===== src/rtl/fetch_unit_if.sv =====
// Fetch-stage bundle: instruction-memory request/response, stall/redirect control, decode-side output slot.
// Latency: none, wires only.
// Backpressure: i_stall from the hazard unit holds the output slot. The request is gated or skidded inside fetch_unit.
//
// Ports (master = fetch_unit side):
//   i_stall, i_redirect, i_redirect_pc        control inputs from hazard/branch units
//   imem_req, imem_addr / imem_ack, imem_rdata instruction-memory handshake
//   o_valid, o_instr, o_pc, o_rs1, o_rs2       output slot towards decode
interface fetch_unit_if;
    logic        i_stall;
    logic        i_redirect;
    logic [31:0] i_redirect_pc;
    logic        imem_req;
    logic [31:0] imem_addr;
    logic        imem_ack;
    logic [31:0] imem_rdata;
    logic        o_valid;
    logic [31:0] o_instr;
    logic [31:0] o_pc;
    logic [4:0]  o_rs1;
    logic [4:0]  o_rs2;

    modport master (
        input  i_stall, i_redirect, i_redirect_pc, imem_ack, imem_rdata,
        output imem_req, imem_addr, o_valid, o_instr, o_pc, o_rs1, o_rs2
    );

    modport slave (
        output i_stall, i_redirect, i_redirect_pc, imem_ack, imem_rdata,
        input  imem_req, imem_addr, o_valid, o_instr, o_pc, o_rs1, o_rs2
    );
endinterface


===== src/rtl/fetch_unit.sv =====
// Instruction fetch unit: one outstanding word fetch, one-entry output slot, redirect flush.
// Latency: one cycle from imem_ack to o_valid. A zero-wait memory sustains one instruction per cycle.
// Backpressure: when i_stall is set on a full slot, the request is withheld; with FETCH_SKID_EN the word is caught in a skid entry instead.
//
// Ports: clk, rst (async, active-high); bus (fetch_unit_if.master): see interface header.
// Optional feature: define FETCH_SKID_EN for a one-entry skid buffer (data + pc) and the HOLD state.
module fetch_unit #(
    parameter logic [31:0] RESET_PC = 32'h0000_0000
) (
    input  logic          clk,
    input  logic          rst,
    fetch_unit_if.master  bus
);

    typedef enum logic [1:0] {IDLE, REQ, DROP, HOLD} state_t;

    state_t      state, state_nxt;
    logic [31:0] pc, pc_nxt;
    logic [31:0] drop_addr, drop_addr_nxt;    // address of the stale request being drained in DROP
    logic        valid_q, valid_nxt;
    logic [31:0] instr_q, instr_nxt;
    logic [31:0] opc_q, opc_nxt;
    logic        req;
    logic [31:0] addr;
    logic        ack;
    logic        slot_free;
`ifdef FETCH_SKID_EN
    logic        skid_vld, skid_vld_nxt;
    logic [31:0] skid_instr, skid_instr_nxt;
    logic [31:0] skid_pc, skid_pc_nxt;
`endif

    always_ff @(posedge clk or posedge rst) begin
        if (rst) begin
            state     <= IDLE;
            pc        <= RESET_PC;
            drop_addr <= 32'h0;
            valid_q   <= 1'b0;
            instr_q   <= 32'h0;
            opc_q     <= 32'h0;
`ifdef FETCH_SKID_EN
            skid_vld   <= 1'b0;
            skid_instr <= 32'h0;
            skid_pc    <= 32'h0;
`endif
        end else begin
            state     <= state_nxt;
            pc        <= pc_nxt;
            drop_addr <= drop_addr_nxt;
            valid_q   <= valid_nxt;
            instr_q   <= instr_nxt;
            opc_q     <= opc_nxt;
`ifdef FETCH_SKID_EN
            skid_vld   <= skid_vld_nxt;
            skid_instr <= skid_instr_nxt;
            skid_pc    <= skid_pc_nxt;
`endif
        end
    end

    always_comb begin
        state_nxt     = state;
        pc_nxt        = pc;
        drop_addr_nxt = drop_addr;
        valid_nxt     = valid_q;
        instr_nxt     = instr_q;
        opc_nxt       = opc_q;
        req           = 1'b0;
        addr          = pc;
`ifdef FETCH_SKID_EN
        skid_vld_nxt   = skid_vld;
        skid_instr_nxt = skid_instr;
        skid_pc_nxt    = skid_pc;
`endif

        case (state)
`ifdef FETCH_SKID_EN
            REQ:  req = 1'b1;
`else
            // Withhold the request while a stalled slot could not accept the word.
            REQ:  req = !(valid_q && bus.i_stall);
`endif
            DROP: begin
                req  = 1'b1;
                addr = drop_addr;
            end
            default: req = 1'b0;
        endcase

        // An ack only counts while a request is actually being presented.
        ack       = bus.imem_ack && req;
        slot_free = !valid_q || !bus.i_stall;

        if (bus.i_redirect) begin
            pc_nxt    = bus.i_redirect_pc & 32'hFFFF_FFFC;
            valid_nxt = 1'b0;
`ifdef FETCH_SKID_EN
            skid_vld_nxt = 1'b0;
`endif
            // A request left hanging must be drained before the new stream starts.
            if (req && !bus.imem_ack) begin
                state_nxt = DROP;
                if (state != DROP) begin
                    drop_addr_nxt = pc;
                end
            end else begin
                state_nxt = REQ;
            end
        end else begin
            if (!bus.i_stall) begin
                valid_nxt = 1'b0;
            end
            case (state)
                IDLE: state_nxt = REQ;
                REQ: begin
                    if (ack) begin
                        pc_nxt = pc + 32'd4;
`ifdef FETCH_SKID_EN
                        if (slot_free) begin
                            valid_nxt = 1'b1;
                            instr_nxt = bus.imem_rdata;
                            opc_nxt   = pc;
                        end else begin
                            skid_vld_nxt   = 1'b1;
                            skid_instr_nxt = bus.imem_rdata;
                            skid_pc_nxt    = pc;
                            state_nxt      = HOLD;
                        end
`else
                        valid_nxt = 1'b1;
                        instr_nxt = bus.imem_rdata;
                        opc_nxt   = pc;
`endif
                    end
                end
                DROP: begin
                    if (ack) begin
                        state_nxt = REQ;
                    end
                end
                HOLD: begin
`ifdef FETCH_SKID_EN
                    if (!bus.i_stall) begin
                        valid_nxt    = 1'b1;
                        instr_nxt    = skid_instr;
                        opc_nxt      = skid_pc;
                        skid_vld_nxt = 1'b0;
                        state_nxt    = REQ;
                    end
`else
                    state_nxt = REQ;
`endif
                end
                default: state_nxt = IDLE;
            endcase
        end
    end

    assign bus.imem_req  = req;
    assign bus.imem_addr = addr;
    assign bus.o_valid   = valid_q;
    assign bus.o_instr   = instr_q;
    assign bus.o_pc      = opc_q;
    assign bus.o_rs1     = instr_q[19:15];
    assign bus.o_rs2     = instr_q[24:20];

endmodule


===== src/flat_wrapper.sv =====
// flat-port wrapper written by rule: the top's interface ports become plain ports
module fetch_unit_flat 
#(
    parameter logic [31:0] RESET_PC = 32'h0000_0000
)
  (clk, rst, bus_i_stall, bus_i_redirect, bus_i_redirect_pc, bus_imem_ack, bus_imem_rdata, bus_imem_req, bus_imem_addr, bus_o_valid, bus_o_instr, bus_o_pc, bus_o_rs1, bus_o_rs2);
  fetch_unit_if bus_i ();
  input  logic clk;
  input  logic rst;
  input wire logic [$bits(bus_i.i_stall)-1:0] bus_i_stall;
  input wire logic [$bits(bus_i.i_redirect)-1:0] bus_i_redirect;
  input wire logic [$bits(bus_i.i_redirect_pc)-1:0] bus_i_redirect_pc;
  input wire logic [$bits(bus_i.imem_ack)-1:0] bus_imem_ack;
  input wire logic [$bits(bus_i.imem_rdata)-1:0] bus_imem_rdata;
  output wire logic [$bits(bus_i.imem_req)-1:0] bus_imem_req;
  output wire logic [$bits(bus_i.imem_addr)-1:0] bus_imem_addr;
  output wire logic [$bits(bus_i.o_valid)-1:0] bus_o_valid;
  output wire logic [$bits(bus_i.o_instr)-1:0] bus_o_instr;
  output wire logic [$bits(bus_i.o_pc)-1:0] bus_o_pc;
  output wire logic [$bits(bus_i.o_rs1)-1:0] bus_o_rs1;
  output wire logic [$bits(bus_i.o_rs2)-1:0] bus_o_rs2;
  assign bus_i.i_stall = bus_i_stall;
  assign bus_i.i_redirect = bus_i_redirect;
  assign bus_i.i_redirect_pc = bus_i_redirect_pc;
  assign bus_i.imem_ack = bus_imem_ack;
  assign bus_i.imem_rdata = bus_imem_rdata;
  assign bus_imem_req = bus_i.imem_req;
  assign bus_imem_addr = bus_i.imem_addr;
  assign bus_o_valid = bus_i.o_valid;
  assign bus_o_instr = bus_i.o_instr;
  assign bus_o_pc = bus_i.o_pc;
  assign bus_o_rs1 = bus_i.o_rs1;
  assign bus_o_rs2 = bus_i.o_rs2;
  fetch_unit #(.RESET_PC(RESET_PC)) u_core (.clk(clk), .rst(rst), .bus(bus_i));
endmodule

===== config.mk =====
export PLATFORM = sky130hd
export DESIGN_NAME = fetch_unit_flat
export DESIGN_NICKNAME = d
export VERILOG_FILES = /design/src/rtl/fetch_unit_if.sv /design/src/rtl/fetch_unit.sv /design/src/flat_wrapper.sv
export SDC_FILE = /design/constraint.sdc
export NUM_CORES = 1
export LEC_CHECK = 0
export CAP_MARGIN = 30
export CORE_MARGIN = 1
export CORE_UTILIZATION = 48
export CTS_CLUSTER_DIAMETER = 100
export DETAILED_ROUTE_END_ITERATION = 12
export GPL_ROUTABILITY_DRIVEN = 0
export PLACE_DENSITY = 0.78
export SLEW_MARGIN = 5
export SYNTH_ARGS = -nofsm -noshare
export SYNTH_HDL_FRONTEND = slang
export SYNTH_SLANG_ARGS = --single-unit
export TNS_END_PERCENT = 5

===== constraint.sdc =====
create_clock -name clk -period 5 [get_ports clk]
set_input_delay 0.75 -clock clk [delete_from_list [all_inputs] [get_ports clk]]
set_output_delay 0.75 -clock clk [all_outputs]
set_load 0.02 [all_outputs]

==> results.json <==
{
  "peakVddDrop_mv": 0.3873,
  "fp.dieW_um": 113.4,
  "setup_violations": 0,
  "finalCoreUtilization_pct": 68.73,
  "cts_resized": 0,
  "cp_max_fo": 39,
  "placed_cell_area_mm2": 0.007707,
  "cts_buffers": 17,
  "vias_per_cell": 5.472,
  "worstSetupStartpointType": "register",
  "firstDrtPassIters": 4,
  "arrival_ps": 2700,
  "hold_depth": 1,
  "yosysSeqAreaShare_pct": 52.53,
  "fin_ws_ps": 1549,
  "final.period_utilization_pct": 69.02,
  "fin_total_pwr_mw": 5.002,
  "drc": 0,
  "cts_setup_buffers": 0,
  "antenna_found_initial": 0,
  "final_cell_area_mm2": 0.008290,
  "rsz0062_at_grt": "no",
  "dieHeight_um": 113.4,
  "fin_cells": 832,
  "synth_largest_area_cell": "dfrtp_1",
  "cts_root_buffer": "clkbuf_16",
  "power_frac_seq_pct": 33.7,
  "endpoint_kind": "primary output",
  "place_ws_ps": 1575,
  "hold_slack_ps": 501.2,
  "ant_nets": 0,
  "p_leak_nw": 3.325,
  "yosysWarnings": 0,
  "route.vias.total": 4553,
  "reg2reg_depth": 7,
  "place.port_buffers": 170,
  "grt_overflow": 0,
  "drtIter0Drc": 336,
  "power_density_mw_per_mm2": 603.4,
  "finClkSkew_ps": 5.581,
  "path_class": "reg -> out",
  "grt_usage_pct": 23.42,
  "placementRows": 40,
  "fmax_mhz": 289.8,
  "synth_cell_types": 43,
  "wirelength_um": 14300,
  "grt_pass1_wl_um": 23250,
  "cts.path.max_buffers": 2,
  "status": "finished, final reports clean",
  "cts.clk_slew.worst_paths_ps": 50,
  "finalMaxSlewViolations": 0,
  "avgSynthCellArea_um2": 11.84,
  "min_path_type": "reg -> reg",
  "syn_area_mm2": 0.005954,
  "yosysMostFrequentCell": "dfrtp_1",
  "num_io_pins": 177,
  "layout-drive-gt1-share_pct": 24.10,
  "core_area_mm2": 0.01206,
  "synth_top_flop_cell": "dfrtp_1",
  "yosysTopAreaCellShare_pct": 52.53,
  "synth_common_cells": "dfrtp_1, mux2_2, nand2_1",
  "synth_edf_count": 0,
  "worst_slew_pin_slew_ps": 965.9,
  "hold_viol": 0,
  "final_nets": 724,
  "dp_cells": 801,
  "p_clk_share_pct": 24.2,
  "ys_ff_latch": 125,
  "hold_buffers": 0,
  "setup_tns_ps": 0,
  "die-area_mm2": 0.01286,
  "p_int_mw": 3.359,
  "swShare_pct": 32.86,
  "dpl.hpwl_um": 9891,
  "r2r_setup_slack_ps": 1560,
  "cts_tree": "built",
  "synth-async-reset-ratio_pct": 100.0,
  "required_ps": 4250,
  "clock-sinks": 125,
  "p_sw_mw": 1.644,
  "clk-insertion-delay-late_ps": 410,
  "htree_levels": 4,
  "wire_per_inst_um": 17.19,
  "comb_power_share_pct": 42.1,
  "grt_max_degree": 70,
  "yosys-top-cells-area": "dfrtp_1, mux2_2, nand2_1",
  "area_growth_pct": 39.23,
  "initial_utilization_pct": 49.37,
  "max-slew-margin-rel_pct": 35.61,
  "antenna_cells": 0,
  "syn_inst": 503,
  "fin_crit_ps": 3451,
  "drv_cap": 0,
  "grt_pass1_vias": 4656
}
-- layout make-up --
| cell class | count | area, um^2 |
|---|---|---|
| clock buffers | 23 | 467.9 |
| inverters | 8 | 32.53 |
| repair buffers | 177 | 1769 |
| well taps | 168 | 210.2 |
| multi-input cells | 323 | 2567 |
| flip-flops and latches | 125 | 3128 |
| clock inverters | 8 | 115.1 |
| fillers | 918 | 3771 |
-- routing by layer --
layer	part of all wire [%]	track usage, %	up-vias
li1	-	-	2115
met1	41	29.41	2246
met2	52	40.16	176
met3	5.9	4.888	16
met4	1.2	8.509	0
met5	0	0	-
-- state kept, by name, indices dropped and copies added, names as in the netlist --
register / cells
u_core.bus.o_pc: 30
u_core.bus.o_instr: 32
u_core.state: 2
u_core.bus.o_valid: 1
u_core.drop_addr: 30
u_core.pc: 30
-- final timing paths --
| kind | start | end |
|---|---|---|
| worst max-delay path | u_core.state[0] | bus_imem_addr[3] |
| worst min-delay path | u_core.bus.o_instr[0] | u_core.bus.o_instr[0] |
| worst max register to register | u_core.state[0] | u_core.bus.o_pc[27] |
| worst min register to register | u_core.bus.o_instr[0] | u_core.bus.o_instr[0] |
| max in group asynchronous | rst | u_core.bus.o_instr[1] |
| min in group asynchronous | rst | u_core.bus.o_instr[11] |
-- critical path, stage by stage, from the launching register on --
cell	delay, ps
dfrtp_1	380
inv_1	90
ha_2	830
mux2_2	420
clkdlybuf4s50_1	560
-- cell families (layout without fill, tap and decap cells) --
kind of cell	after synthesis	count (layout)	share of synthesized area, %
simple gates	127	127	11.62
flops	125	125	52.53
mux	120	120	22.67
compound gates	61	61	6.493
buf+inv	58	216	4.812
xor+xnor	8	8	1.177
fa+ha+maj	3	3	0.6305
other cells	1	4	0.06298
-- cell usage in the layout, fill, tap and decap left out, types with 5 or more instances in the layout --
cell type,synthesis,routed
xnor2_1,6,6
buf_4,14,6
nand3_1,18,18
a31oi_1,8,8
nor2_1,14,13
clkbuf_16,0,17
and4_1,6,6
or3_1,5,5
nand4_1,10,10
nand2_1,34,34
inv_1,8,7
dfrtp_1,125,125
o31ai_1,5,5
o21ai_0,21,21
nor4_1,10,9
a21oi_1,10,10
mux2_2,119,119
clkdlybuf4s50_1,0,169
nor3_1,8,8
clkinv_2,0,5
or4_1,8,8
-- power by group through the flow --
stage	Sequential (mW)	Clock (mW)	Combinational, mW
2_1_floorplan	1.95	0	0.964
3_3_place_gp	1.67	0	2.06
3_5_place_dp	1.70	0	2.12
4_1_cts	1.69	1.24	2.13
5_1_grt	1.74	1.28	2.24
6_report	1.68	1.21	2.11
Note: power is estimated with default switching activity, not from simulation.
